--- src/rtl/dunit_ctrl.sv ---
// Debug-unit controller: byte-wide host link that loads instruction memory,
// runs or single-steps the pipeline, and dumps registers and data memory.
module dunit_ctrl #(
    parameter int NB_REG   = 32,
    parameter int NB_WIDHT = 9,
    parameter int N_REGS   = 32,
    parameter int N_MEM    = 16
) (
    input  logic                i_clk,
    input  logic                i_reset,
    input  logic [7:0]          i_rx_data,
    input  logic                i_rx_valid,
    output logic [7:0]          o_tx_data,
    output logic                o_tx_valid,
    input  logic                i_tx_ready,
    output logic                o_dunit_clk_en,
    output logic                o_dunit_reset_pc,
    output logic                o_dunit_w_mem,
    output logic [NB_WIDHT-1:0] o_dunit_addr,
    output logic [NB_REG-1:0]   o_dunit_data_if,
    input  logic [NB_REG-1:0]   i_dunit_reg,
    input  logic [NB_REG-1:0]   i_dunit_mem_data,
    input  logic                i_halt
);

    localparam int NBYTES  = NB_REG / 8;
    localparam int N_ITEMS = N_REGS + N_MEM;

    typedef enum logic [3:0] {
        IDLE, LOAD_CNT, LOAD_BYTE, LOAD_WR, RUN, STEP, DUMP_ADDR, DUMP_WAIT, DUMP_SEND
    } state_t;

    state_t                state_q, state_d;
    logic [7:0]            cnt_q;        // words still to be loaded (as received)
    logic [15:0]           idx_q;        // load word index or dump item index
    logic [7:0]            byte_q;       // byte position inside the current word
    logic [NB_REG-1:0]     word_q;       // load assembly register
    logic [NB_REG-1:0]     shift_q;      // dump word, shifted out MSB first
    logic [NB_WIDHT-1:0]   addr_q;
    logic                  post_load_q;  // keeps reset_pc up one cycle after the last write

    logic byte_last;
    logic word_last;
    logic item_last;

    assign byte_last = (byte_q == 8'(NBYTES - 1));
    assign word_last = ((idx_q + 16'd1) == {8'd0, cnt_q});
    assign item_last = (idx_q == 16'(N_ITEMS - 1));

    // Word index to byte address; upper bits fall off so the address wraps.
    function automatic logic [NB_WIDHT-1:0] word_addr(input logic [15:0] idx);
        return NB_WIDHT'({idx, 2'b00});
    endfunction

    // Dump item index to debug address: registers first, then memory words.
    function automatic logic [NB_WIDHT-1:0] item_addr(input logic [15:0] idx);
        if (idx < 16'(N_REGS))
            return NB_WIDHT'(idx);
        return word_addr(idx - 16'(N_REGS));
    endfunction

    // State register.
    always_ff @(posedge i_clk or negedge i_reset) begin
        if (!i_reset) state_q <= IDLE;
        else          state_q <= state_d;
    end

    // Next-state decode and per-state control outputs.
    always_comb begin
        state_d          = state_q;
        o_tx_valid       = 1'b0;
        o_dunit_w_mem    = 1'b0;
        o_dunit_clk_en   = 1'b0;
        o_dunit_reset_pc = post_load_q;
        case (state_q)
            IDLE: begin
                if (i_rx_valid) begin
                    if (i_rx_data == 8'h4C)      state_d = LOAD_CNT;
                    else if (i_rx_data == 8'h52) state_d = RUN;
                    else if (i_rx_data == 8'h53) state_d = STEP;
                end
            end
            LOAD_CNT: begin
                o_dunit_reset_pc = 1'b1;
                if (i_rx_valid) state_d = (i_rx_data == 8'h00) ? IDLE : LOAD_BYTE;
            end
            LOAD_BYTE: begin
                o_dunit_reset_pc = 1'b1;
                if (i_rx_valid && byte_last) state_d = LOAD_WR;
            end
            LOAD_WR: begin
                o_dunit_reset_pc = 1'b1;
                o_dunit_w_mem    = 1'b1;
                state_d          = word_last ? IDLE : LOAD_BYTE;
            end
            RUN: begin
                o_dunit_clk_en = 1'b1;
                if (i_halt || (i_rx_valid && i_rx_data == 8'h48)) state_d = DUMP_ADDR;
            end
            STEP: begin
                o_dunit_clk_en = 1'b1;
                state_d        = DUMP_ADDR;
            end
            DUMP_ADDR: state_d = DUMP_WAIT;
            DUMP_WAIT: state_d = DUMP_SEND;
            DUMP_SEND: begin
                o_tx_valid = 1'b1;
                if (i_tx_ready && byte_last) state_d = item_last ? IDLE : DUMP_ADDR;
            end
            default: state_d = IDLE;
        endcase
    end

    // Counters, load assembly, dump capture/shift and debug address.
    always_ff @(posedge i_clk or negedge i_reset) begin
        if (!i_reset) begin
            cnt_q       <= '0;
            idx_q       <= '0;
            byte_q      <= '0;
            word_q      <= '0;
            shift_q     <= '0;
            addr_q      <= '0;
            post_load_q <= 1'b0;
        end else begin
            post_load_q <= (state_q == LOAD_WR) && word_last;
            case (state_q)
                LOAD_CNT: begin
                    if (i_rx_valid) begin
                        cnt_q  <= i_rx_data;
                        idx_q  <= '0;
                        byte_q <= '0;
                    end
                end
                LOAD_BYTE: begin
                    if (i_rx_valid) begin
                        word_q <= (word_q << 8) | NB_REG'(i_rx_data);
                        if (byte_last) begin
                            byte_q <= '0;
                            addr_q <= word_addr(idx_q);
                        end else begin
                            byte_q <= byte_q + 8'd1;
                        end
                    end
                end
                LOAD_WR: idx_q <= idx_q + 16'd1;
                RUN, STEP: begin
                    if (state_d == DUMP_ADDR) begin
                        idx_q  <= '0;
                        byte_q <= '0;
                        addr_q <= item_addr(16'd0);
                    end
                end
                DUMP_WAIT: begin
                    shift_q <= (idx_q < 16'(N_REGS)) ? i_dunit_reg : i_dunit_mem_data;
                    byte_q  <= '0;
                end
                DUMP_SEND: begin
                    if (i_tx_ready) begin
                        shift_q <= shift_q << 8;
                        if (byte_last) begin
                            byte_q <= '0;
                            idx_q  <= idx_q + 16'd1;
                            addr_q <= item_addr(idx_q + 16'd1);
                        end else begin
                            byte_q <= byte_q + 8'd1;
                        end
                    end
                end
                default: ;
            endcase
        end
    end

    assign o_tx_data       = shift_q[NB_REG-1 -: 8];
    assign o_dunit_addr    = addr_q;
    assign o_dunit_data_if = word_q;

endmodule

--- config.mk ---
export PLATFORM = sky130hd
export DESIGN_NAME = dunit_ctrl
export DESIGN_NICKNAME = d
export VERILOG_FILES = /design/src/rtl/dunit_ctrl.sv
export SDC_FILE = /design/constraint.sdc
export NUM_CORES = 1
export LEC_CHECK = 0
export ABC_AREA = 0
export BUFFER_PORTS_ARGS = -buffer_cell sky130_fd_sc_hd__buf_2
export CORE_AREA = 2 2 128 130
export DETAILED_ROUTE_END_ITERATION = 10
export DIE_AREA = 0 0 130 132
export PLACE_DENSITY_LB_ADDON = 0.1
export SETUP_SLACK_MARGIN = 0.1
export SLEW_MARGIN = 0
export SYNTH_ARGS = -nofsm -noshare
export SYNTH_HDL_FRONTEND = slang
export SYNTH_SLANG_ARGS = --single-unit
--- constraint.sdc ---
create_clock -name i_clk -period 5.94 [get_ports i_clk]
set_input_delay 0.297 -clock i_clk [delete_from_list [all_inputs] [get_ports i_clk]]
set_output_delay 0.297 -clock i_clk [all_outputs]
set_load 0.05 [all_outputs]
==> out/results.ini, run 1 <==
[drt]
wl_met3_um = 769
wl_per_cell_um = 16.6
wl_met1_mm = 7.09
ant_nets = 0
viasPerCell = 5.29
drt_pass1_iterations = 5
met2_length_mm = 6.89
drt_iter0_drc = 330
drc = 0
totalWireLength_mm = 15.0
vias = 4789
maxUsedRoutingLayer = met4

[place]
place_congestion = 0.917
hpwl_mm = 10.7
port_buffers = 129
dpl.cell_count = 889

[logic_synthesis]
ys_ff_latch = 110
ys_seq_area_frac = 0.465
synth.area.top_cells = dfrtp_1 46%, mux2_2 7.8%, mux2i_1 5.9%
synth_ff_type = dfrtp_1
avgSynthCellArea_sq_um = 10.1
synthArstFlopShare = 1.00
yosys.area.top_type = dfrtp_1
yosys_warnings = 0
synth_edf_count = 0
synth_top_area_share = 0.465
syn_nets = 667
synthesis.instances = 588
ys_types = 60
syn_area_sq_um = 5930

[grt]
grt_pass1_wl_mm = 24.2
grt_max_degree = 59
grt_usage = 0.178
grt_pass1_vias = 4695
antenna_found_initial = 0
overflow = 0

[setup_path]
r2r-start = state_q[1]
cp-start-kind = flip-flop
startpoint = state_q[1]
cp.arrival_ns = 3.40
crit_required_ns = 6.16
worst_setup_path_end_kind = flip-flop
worstSetupPathType = reg2reg
cp_max_fo = 33

[clock_network]
htreeDepth = 3
clockBufferDepth = 2
clk_latency_ns = 0.36
cts_made_buffers = 9
ctsResizeCount = 0
clock-root-buffer = clkbuf_16
cts_sinks = 110
hold_buffers = 1
path_clk_slew_ns = 0.08
cts_tree = built
post-cts-setup-buffers = 0

[floorplan]
core_sq_um = 15700
die_y_um = 132
die_w_um = 130
rows = 46
ios = 130
start_util = 0.377
fp.dieArea_sq_um = 17200

[sta]
maxSlewViolCount = 0
fin_crit_ns = 3.18
hold-worst-slack_ns = 0.224
hold_viol = 0
setup_violations = 0
rsz0062_at_grt = no
fmax_ghz = 0.314
fin_setup_tns_ns = 0
relSlewSlack = 0.189
skew_ns = 0.0112
tightest_slew_ns = 1.22
finalCritPeriodShare = 0.536

[finish]
nNetsFinal = 764
layout_commonest_cell = buf_2
final_cell_mix = 128 x buf_2, 110 x dfrtp_1, 55 x o21ai_0
final_util = 0.441
fillCellCount = 1571
drive_above_1_share = 0.297
instances_no_fill = 906
antenna_cells = 0
synthToLayoutAreaGrowth_pct = 16.8

[pwr]
ir_worst_vdd_uv = 324
power_density_nw_per_um2 = 466
leakagePower_nw = 3.40

[status]
status = finished clean

[run]
drv_cap = 0

[worst_hold_path]
hold_class = in2reg
hold_start = i_dunit_mem_data[14]

## final timing paths
check                           slack [ns]                   to  cells past startpoint
worst max-delay path                  2.76          shift_q[24]                      8
worst min-delay path                  0.22          shift_q[14]                      3
worst max register to register        2.76          shift_q[24]                      8
worst min register to register        0.49      o_dunit_addr[7]                      2
max in group asynchronous             4.18  o_dunit_data_if[19]                      3
min in group asynchronous             0.54          shift_q[24]                      2
## state kept, by name, summed over array words and instances (netlist names)
signal and flops:
o_dunit_addr 9, idx_q 16, post_load_q 1, shift_q 32
byte_q 8, cnt_q 8, o_dunit_data_if 32, state_q 4
## cell type report
| type | instances | area, sq um | share of cell area |
|---|---|---|---|
| Tap cell | 216 | 270 | 0.0390 |
| Timing Repair Buffer | 134 | 688 | 0.0994 |
| Sequential cell | 110 | 2750 | 0.398 |
| Inverter | 8 | 30.0 | 0.00434 |
| Multi-Input combinational cell | 422 | 2900 | 0.419 |
| Clock buffer | 11 | 243 | 0.0351 |
| Clock inverter | 5 | 41.3 | 0.00596 |
## cell families (layout without fill, tap and decap cells)
kind of cell,after synthesis,after routing,synth area share
adder cells (fa/ha/maj),2,2,0.00422
multiplexers,77,77,0.140
AND/OR/NAND/NOR,180,180,0.160
XOR/XNOR,21,21,0.0310
flip-flops,110,110,0.465
buffers and inverters,56,158,0.0477
AO/OA/AOI/OAI,142,142,0.152
## power breakdown
part | total (mW) | switching (mW) | internal, mW
Clock | 0.589 | 0.287 | 0.302
Sequential | 1.21 | 0.201 | 1.01
Combinational | 1.43 | 0.964 | 0.462
Total | 3.23 | 1.45 | 1.78
## synth_stat cells, types with 6 or more instances
master    number
nor3_1         7
clkbuf_1      18
o21ai_0       55
a22oi_1       26
buf_4          9
mux2i_1       35
buf_2         13
o22ai_1        9
nor2_1        41
nand2_1       52
xnor2_1       11
o31ai_1        6
a31oi_1       10
xor2_1        10
nand3_1       16
inv_1          7
nor2b_1        6
nand4_1        6
dfrtp_1      110
and2_1         8
and3_1        11
a21oi_1       11
mux2_2        41
## critical path, stage by stage (launching register included)
cell and delay [ns]:
dfrtp_1 0.59, nor2_1 0.23, nand3b_1 0.36, inv_2 0.26, and2_1 0.97, nor2b_1 0.10
buf_4 0.27, a22oi_1 0.15, o21ai_0 0.12
## metrics by stage
| step | setup slack (ns) | total power [mW] | instance area (sq um) |
|---|---|---|---|
| floorplan | 3.49 | 2.34 | 5930 |
| global placement | 2.94 | 2.63 | 6630 |
| detailed placement | 2.78 | 2.66 | 6630 |
| CTS | 2.77 | 3.26 | 6920 |
| global route | 2.42 | 3.44 | 6920 |
| finish | 2.76 | 3.23 | 6920 |
## metal layers
metal	vias up	global-route usage
met2	140	0.274
met3	17	0.0304
li1	2321	-
met5	-	0
met1	2311	0.253
met4	0	0.0627
Note: power is estimated with default switching activity, not from simulation.
==> inputs of run 2 (changes only) <==
==> constraint.sdc (replaced) <==
create_clock -name i_clk -period 2.6 [get_ports i_clk]
set_input_delay 0.13 -clock i_clk [delete_from_list [all_inputs] [get_ports i_clk]]
set_output_delay 0.13 -clock i_clk [all_outputs]
set_load 0.05 [all_outputs]
==> out/results.ini, run 2 (synthesis results as in run 1) <==
[sta]
tightest_slew_ns = 0.736
fin_setup_tns_ns = 0
finalCritPeriodShare = 0.930
fin_crit_ns = 2.42
rsz0062_at_grt = no
setup_slack_ns = 0.182
setup_violations = 0
skew_ns = 0.00994
hold-worst-slack_ns = 0.0615
hold_viol = 0
fmax_ghz = 0.414
relSlewSlack = 0.509
maxSlewViolCount = 0

[pwr]
pwr-share-seq = 0.365
p_clk_frac = 0.182
internal-power_mw = 4.13
power_density_nw_per_um2 = 1040
p_sw_frac = 0.450
p_comb_frac = 0.454
leakagePower_nw = 3.55
netSwitchingPower_mw = 3.38
power_mw = 7.51
ir_worst_vdd_uv = 714

[place]
dpl.cell_count = 914
hpwl_mm = 10.9
port_buffers = 129
place_congestion = 0.846
pre_cts_ws_ns = 0.0970

[drt]
viasPerCell = 5.26
drc = 0
ant_nets = 0
totalWireLength_mm = 15.3
vias = 4899
wl_per_cell_um = 16.4
drt_pass1_iterations = 4
drt_iter0_drc = 379

[finish]
multi_input_area_sq_um = 2930
nNetsFinal = 790
drive_above_1_share = 0.337
layout_commonest_cell = buf_2
fillCellCount = 1535
antenna_cells = 0
synthToLayoutAreaGrowth_pct = 21.3
seqCellArea_sq_um = 2760
instances_no_fill = 932
final_cell_mix = 128 x buf_2, 108 x dfrtp_1, 55 x o21ai_0

[clock_network]
path_clk_slew_ns = 0.08
cts_made_buffers = 9
clk_latency_ns = 0.36
clockBufferDepth = 2
cts_sinks = 110
htreeDepth = 3
clock-root-buffer = clkbuf_16
cts_tree = built

[floorplan]
core_sq_um = 15700
die_y_um = 132
start_util = 0.377
fp.dieArea_sq_um = 17200
die_w_um = 130
rows = 46
ios = 130

[grt]
grt_max_degree = 54
grt_pass1_vias = 4879
antenna_found_initial = 0
grt_pass1_wl_mm = 24.6
overflow = 0
grt_usage = 0.180

[run]
drv_cap = 0

[setup_path]
cp_max_fo = 6
cp.arrival_ns = 2.67
path_buf_inv = 1
crit_required_ns = 2.85
worstSetupPathType = reg2reg
cp_cell_sequence = ha_2 > nand4_4 > nor4_2 > xor2_1 > a211oi_2 > buf_4 > nand3_4 > mux2_4 > o22a_1
max_stage_delay_ns = 0.43
crit_slowest_cell = dfrtp_1
worst_setup_path_end_kind = flip-flop
cp-start-kind = flip-flop
cp_top_family = simple AND/OR/NAND/NOR gates

[worst_hold_path]
hold_class = in2reg

[status]
status = finished clean

[run 2: changes by cell type in the layout (fill, tap and decap cells not counted), moves of 3 or more]
| cell | delta |
|---|---|
| nor4_2 | +3 |
| buf_4 | +24 |
| clkinv_4 | +3 |
| nor4_1 | -3 |
[run 2: cell type report]
class | instances | area share
multi-input cells | 422 | 0.408
inverters | 8 | 0.00418
repair buffers | 160 | 0.126
clock inverters | 7 | 0.00940
flip-flops and latches | 110 | 0.383
clock buffers | 9 | 0.0313
well taps | 216 | 0.0376
[run 2: routing by layer]
layer / track usage / vias to the layer above / share of wire
met5: 0 / - / 0
met4: 0.0633 / 0 / 0.021
met3: 0.0345 / 24 / 0.049
met2: 0.291 / 135 / 0.47
met1: 0.239 / 2370 / 0.46
li1: - / 2370 / -
[run 2: what timing repair did]
action	4_1_cts	5_1_grt
endpoints found under the hold margin	51	0
hold buffers	1	0
endpoints found under the setup margin	1	10
setup buffers	0	1
resized for setup	1	8
pin swaps	0	1
[run 2: path summary, 6_finish.rpt]
kind                            cells past startpoint                 start  slack [ns]               to
worst max-delay path                                9              idx_q[1]        0.18  o_dunit_addr[4]
worst min-delay path                                3  i_dunit_mem_data[28]        0.06      shift_q[28]
worst max register to register                      9              idx_q[1]        0.18  o_dunit_addr[4]
worst min register to register                      2       o_dunit_addr[6]        0.48  o_dunit_addr[6]
max in group asynchronous                           3               i_reset        1.50         idx_q[2]
min in group asynchronous                           2               i_reset        0.36        idx_q[10]
[run 2: power groups by stage]
| stage | sequential, mW | clock [mW] | combinational, mW |
|---|---|---|---|
| floorplan | 3.60 | 0 | 1.75 |
| global placement | 2.74 | 0 | 3.39 |
| detailed placement | 2.76 | 0 | 3.42 |
| CTS | 2.74 | 1.41 | 3.43 |
| global route | 2.84 | 1.48 | 3.67 |
| finish | 2.74 | 1.36 | 3.41 |
[run 2: stage by stage]
step                cell area [sq um]  utilization
floorplan                        5930            -
global placement                 6840        0.435
detailed placement               6840        0.435
CTS                              7150        0.455
global route                     7190        0.458
finish                           7190        0.458
[run 2: worst min-delay path: stages]
cell     delay [ns]
buf_2          0.08
mux2i_1        0.05
o21ai_0        0.12
